`config.mk`:
```
export PLATFORM = sky130hd
export DESIGN_NAME = serial_addsub_ctrl
export DESIGN_NICKNAME = d
export VERILOG_FILES = /design/src/rtl/addsub_pkg.sv /design/src/rtl/addsub_nibble.sv /design/src/rtl/serial_addsub_ctrl.sv
export SDC_FILE = /design/constraint.sdc
export NUM_CORES = 1
export LEC_CHECK = 0
export BUFFER_PORTS_ARGS = -buffer_cell sky130_fd_sc_hd__buf_4
export CAP_MARGIN = 5
export CORE_UTILIZATION = 49
export DETAILED_ROUTE_END_ITERATION = 10
export PLACE_DENSITY = 0.8
export SYNTH_ARGS = -nofsm -noshare
export SYNTH_HDL_FRONTEND = slang
export SYNTH_SLANG_ARGS = --single-unit
export TNS_END_PERCENT = 100
```
`constraint.sdc`:
```
create_clock -name clk_i -period 3.9 [get_ports clk_i]
set_input_delay 0.39 -clock clk_i [delete_from_list [all_inputs] [get_ports clk_i]]
set_output_delay 0.39 -clock clk_i [all_outputs]
set_load 0.1 [all_outputs]
```
`src/rtl/addsub_pkg.sv`:
```
// Shared types and constants for the serial add/subtract controller.
package addsub_pkg;

  localparam int unsigned NIBBLE_W = 4;

  localparam logic OP_ADD = 1'b0;
  localparam logic OP_SUB = 1'b1;

  typedef enum logic [1:0] {
    StIdle,
    StRun,
    StDone
  } state_e;

endpackage

```
`src/rtl/addsub_nibble.sv`:
```
// 4-bit add/subtract slice: s = a + (b ^ {4{m}}) + cin, as four ripple full adders.
// The carry-in is kept separate from m so the caller can chain nibbles.
module addsub_nibble
  import addsub_pkg::*;
(
  input  logic [NIBBLE_W-1:0] a_i,
  input  logic [NIBBLE_W-1:0] b_i,
  input  logic                m_i,
  input  logic                cin_i,
  output logic [NIBBLE_W-1:0] s_o,
  output logic                cout_o
);

  logic [NIBBLE_W-1:0] bx;
  logic [NIBBLE_W:0]   c;

  // Ripple-carry chain over the conditionally inverted b operand.
  always_comb begin
    bx   = b_i ^ {NIBBLE_W{m_i}};
    c    = '0;
    s_o  = '0;
    c[0] = cin_i;
    for (int i = 0; i < NIBBLE_W; i++) begin
      s_o[i]   = a_i[i] ^ bx[i] ^ c[i];
      c[i+1]   = (a_i[i] & bx[i]) | (c[i] & (a_i[i] ^ bx[i]));
    end
    cout_o = c[NIBBLE_W];
  end

endmodule

```
`src/rtl/serial_addsub_ctrl.sv`:
```
// Wide add/subtract done one nibble per cycle, LSB nibble first, through a single
// addsub_nibble slice. Operands are captured on start; result/flags are valid on done.
module serial_addsub_ctrl
  import addsub_pkg::*;
#(
  parameter int unsigned NIBBLES = 4
) (
  input  logic                          clk_i,
  input  logic                          rst_i,
  input  logic                          start_i,
  input  logic                          op_i,
  input  logic [NIBBLE_W*NIBBLES-1:0]   a_i,
  input  logic [NIBBLE_W*NIBBLES-1:0]   b_i,
  output logic                          ready_o,
  output logic                          busy_o,
  output logic                          done_o,
  output logic [NIBBLE_W*NIBBLES-1:0]   result_o,
  output logic                          cout_o,
  output logic                          ovf_o
);

  localparam int unsigned W    = NIBBLE_W * NIBBLES;
  localparam int unsigned IdxW = $clog2(NIBBLES);
  localparam logic [IdxW-1:0] LastIdx = IdxW'(NIBBLES - 1);

  state_e          state_q, state_d;
  logic [IdxW-1:0] idx_q, idx_d;
  logic            carry_q, carry_d;
  logic [W-1:0]    a_q, a_d;
  logic [W-1:0]    b_q, b_d;
  logic            op_q, op_d;
  logic [W-1:0]    result_q, result_d;
  logic            cout_q, cout_d;
  logic            ovf_q, ovf_d;

  logic [NIBBLE_W-1:0] nib_a, nib_b, nib_s;
  logic                nib_cout;

  assign nib_a = a_q[idx_q*NIBBLE_W +: NIBBLE_W];
  assign nib_b = b_q[idx_q*NIBBLE_W +: NIBBLE_W];

  addsub_nibble u_nibble (
    .a_i    (nib_a),
    .b_i    (nib_b),
    .m_i    (op_q),
    .cin_i  (carry_q),
    .s_o    (nib_s),
    .cout_o (nib_cout)
  );

  // Next-state: capture in idle, one nibble per run cycle, single-cycle done.
  always_comb begin
    state_d  = state_q;
    idx_d    = idx_q;
    carry_d  = carry_q;
    a_d      = a_q;
    b_d      = b_q;
    op_d     = op_q;
    result_d = result_q;
    cout_d   = cout_q;
    ovf_d    = ovf_q;
    unique case (state_q)
      StIdle: begin
        if (start_i) begin
          state_d  = StRun;
          a_d      = a_i;
          b_d      = b_i;
          op_d     = op_i;
          idx_d    = '0;
          carry_d  = op_i;  // subtract = a + ~b + 1
          result_d = '0;
          cout_d   = 1'b0;
          ovf_d    = 1'b0;
        end
      end
      StRun: begin
        result_d[idx_q*NIBBLE_W +: NIBBLE_W] = nib_s;
        carry_d = nib_cout;
        if (idx_q == LastIdx) begin
          state_d = StDone;
          idx_d   = '0;
          cout_d  = nib_cout;
          // Overflow: effective operands share a sign that the sum does not.
          ovf_d   = (a_q[W-1] == (b_q[W-1] ^ op_q)) && (nib_s[NIBBLE_W-1] != a_q[W-1]);
        end else begin
          idx_d = idx_q + 1'b1;
        end
      end
      StDone: begin
        state_d = StIdle;
      end
      default: begin
        state_d = StIdle;
      end
    endcase
  end

  // State and datapath registers with synchronous reset.
  always_ff @(posedge clk_i) begin
    if (rst_i) begin
      state_q  <= StIdle;
      idx_q    <= '0;
      carry_q  <= 1'b0;
      a_q      <= '0;
      b_q      <= '0;
      op_q     <= OP_ADD;
      result_q <= '0;
      cout_q   <= 1'b0;
      ovf_q    <= 1'b0;
    end else begin
      state_q  <= state_d;
      idx_q    <= idx_d;
      carry_q  <= carry_d;
      a_q      <= a_d;
      b_q      <= b_d;
      op_q     <= op_d;
      result_q <= result_d;
      cout_q   <= cout_d;
      ovf_q    <= ovf_d;
    end
  end

  // Status decoded straight from the state register; no input-to-output path.
  assign ready_o  = (state_q == StIdle);
  assign busy_o   = (state_q == StRun);
  assign done_o   = (state_q == StDone);
  assign result_o = result_q;
  assign cout_o   = cout_q;
  assign ovf_o    = ovf_q;

endmodule

```
==> results.sh <==
export IMPL_status="finished, final reports clean"
export IMPL_worst_path_largest_cell_delay_ns=0.63
export IMPL_cp_start_kind="register"
export IMPL_max_freq_ghz=0.306
export IMPL_coreArea_um2=4820
export IMPL_diodes=0
export IMPL_drt_iter0_drc=118
export IMPL_synth_warning_count=0
export IMPL_startpoint="idx_q[0]"
export IMPL_cts_tree="yes"
export IMPL_clk_insertion_delay_late_ns=0.32
export IMPL_ys_seq_area_share_pct=44.6
export IMPL_cp_max_fo=14
export IMPL_clockBufferDepth=2
export IMPL_dp_hpwl_um=3840
export IMPL_numPortBuffers=56
export IMPL_p_per_area_nw_per_um2=384
export IMPL_syn_nets=321
export IMPL_num_nets_final=368
export IMPL_fin_crit_ns=3.27
export IMPL_wl_per_cell_um=13.9
export IMPL_final_antenna_net_count=0
export IMPL_cts_buffers=5
export IMPL_leakage_nw=1.20
export IMPL_drc=0
export IMPL_viasPerCell=5.25
export IMPL_ff2ff_setup_slack_ns=0.63
export IMPL_routed_wl_um=5430
export IMPL_drive_gt1_share_pct=24.9
export IMPL_setup_viol=0
export IMPL_grt_pass1_wl_um=8730
export IMPL_synth_most_common_cell="nand2_1"
export IMPL_grt_max_degree=54
export IMPL_grt_pass1_vias=1916
export IMPL_clock_sinks=56
export IMPL_syn_avg_cell_area_um2=9.08
export IMPL_synth_top_cells_by_area="dfxtp_1, nand2_1, a21oi_1"
export IMPL_gp_congestion=0.779
export IMPL_synth_area_um2=2510
export IMPL_synth_seq_cells=56
export IMPL_rsz0062_at_grt="false"
export IMPL_arrival_ns=3.50
export IMPL_setup_tns_ns=0
export IMPL_cap_viol_max_count=0
export IMPL_dieArea_um2=5420
export IMPL_worst_pin_slew_ns=0.679
export IMPL_crit_chain="buf_4 -> mux4_2 -> xnor2_1 -> fa_1 -> fa_1 -> fa_1 -> and2_1 -> mux2i_1 -> o31ai_1"
export IMPL_synth_common_cells="nand2_1, dfxtp_1, a21oi_1"
export IMPL_num_fill_cells=447
export IMPL_yosysTopAreaCell="dfxtp_1"
export IMPL_synth_enable_flop_cells=0
export IMPL_ios=57
export IMPL_synth_top_cell_area_share_pct=44.6
export IMPL_slew_viol_final=0
export IMPL_yosysUniqueCellTypes=36
export IMPL_dr_pass1_iters=4
export IMPL_ys_flop_type="dfxtp_1"
export IMPL_end_kind="register"
export IMPL_maxSlewHeadroom_pct=54.7
export IMPL_dp_cells=384
export IMPL_r2r_start="idx_q[0]"
export IMPL_peakVddDrop_v=0.000203
export IMPL_critPathCapture="ovf_o"
export IMPL_ctsRootBufferMaster="clkbuf_8"
export IMPL_async_flop_share_pct=0
export IMPL_rr_worst_depth=9
export IMPL_synthToLayoutAreaGrowth_pct=21.2
export IMPL_syn_inst=277
export IMPL_rows=25
export IMPL_antenna_found_initial=0
export IMPL_skew_ns=0.0105
export IMPL_instances_no_fill=392
export IMPL_hp_class="input pin to register"
export IMPL_fp_dieH_um=73.6
export IMPL_path_common_cell="fa_1"
export IMPL_initial_core_util_pct=52.2
export IMPL_cp_required_ns=4.13
export IMPL_clkTransAtPathRegs_ns=0.10
export IMPL_grt_overflow_total=0
export IMPL_grtUsageTotal_pct=21.8
export IMPL_crit_type="register to register"
export IMPL_fp_dieW_um=73.6
export IMPL_num_vias=2058
export IMPL_finalHoldViolations=0
export IMPL_cts_hold_buf=0
export IMPL_cts_max_level=2
export IMPL_crit_slowest_cell="fa_1"
export IMPL_cts_resized=0
export IMPL_reg2reg_to="ovf_o"
export IMPL_period_share_pct=83.8
export IMPL_postCtsSetupBuffers=0
## how the worst min path moves through the flow
stage	start	to	slack, ns	cells after the start
detailed placement	b_q[9]	b_q[9]	0.45	2
finish	b_i[2]	b_q[2]	0.30	3
CTS	a_i[4]	a_q[4]	0.30	3
global route	b_i[2]	b_q[2]	0.30	3
global placement	a_q[3]	a_q[3]	0.44	2
floorplan	a_q[10]	a_q[10]	0.43	2
## kinds of logic (layout without fill, tap and decap cells)
logic type,after synthesis,in the layout,share of synthesized area [%]
compound gates,66,66,15.2
buf+inv,29,77,4.97
xor+xnor,5,5,1.74
fa+ha+maj,8,8,5.17
mux,12,12,8.81
simple gates,101,101,19.6
flops,56,56,44.6
## critical path, delay by kind of cell (launching register included)
kind / cells / cell delay, ns
compound gates: 1 / 0.19
xor+xnor: 1 / 0.16
fa+ha+maj: 3 / 1.43
buf+inv: 1 / 0.25
flops: 1 / 0.37
mux: 2 / 0.61
simple gates: 1 / 0.17
## cells in the final DEF, fill, tap and decap left out, types with 2 or more instances in the layout
cell,instances
nor2_1,5
mux4_2,8
o21ai_0,9
mux2i_1,3
ha_1,4
dfxtp_1,56
nand3b_1,7
buf_4,60
inv_1,9
nor2b_1,2
nor3b_1,2
o2bb2ai_1,6
nand3_1,6
clkbuf_8,5
xnor2_1,4
nand2_1,68
a21oi_1,46
fa_1,4
or3_1,2
## state kept, by name, summed over array words and instances, names as in the netlist
name	count
b_q	16
idx_q	2
ovf_o	1
carry_q	1
result_o	16
cout_o	1
a_q	16
state_q	2
op_q	1
## layer usage
metal / GRT usage [%] / vias to the layer above / share of wire, %
met3: 5.62 / 6 / 4.9
li1: - / 1040 / -
met5: 0 / - / 0
met2: 35.4 / 49 / 48
met4: 9.62 / 0 / 1.6
met1: 27.2 / 963 / 45
## stage by stage
step                      setup slack [ns]  hold WS (ns)  area [µm²]  power (mW)  util, %
after floorplan                      0.743         0.433        2510       0.786        -
after detailed placement             0.655         0.445        2960       0.857     61.4
after global routing                 0.362         0.303        3050        1.23     63.3
after CTS                            0.623         0.300        3050        1.18     63.3
final                                0.632         0.305        3050        1.17     63.3
after global placement               0.763         0.442        2960       0.852     61.4
## report_power, final
group / internal [mW] / total (mW) / switching (mW)
Sequential: 0.597 / 0.617 / 0.0193
Clock: 0.129 / 0.328 / 0.199
Combinational: 0.0964 / 0.227 / 0.131
## area by class of cell
cell class,instances,area [µm²],share of cell area [%]
inverter,9,33.8,1.11
tap,67,83.8,2.75
timing repair buffer,60,450,14.8
sequential,56,1120,36.8
multi-input combinational,192,1270,41.6
clock buffer,5,68.8,2.26
clock inverter,3,22.5,0.739
No activity file was read; power rests on OpenSTA's default activity.
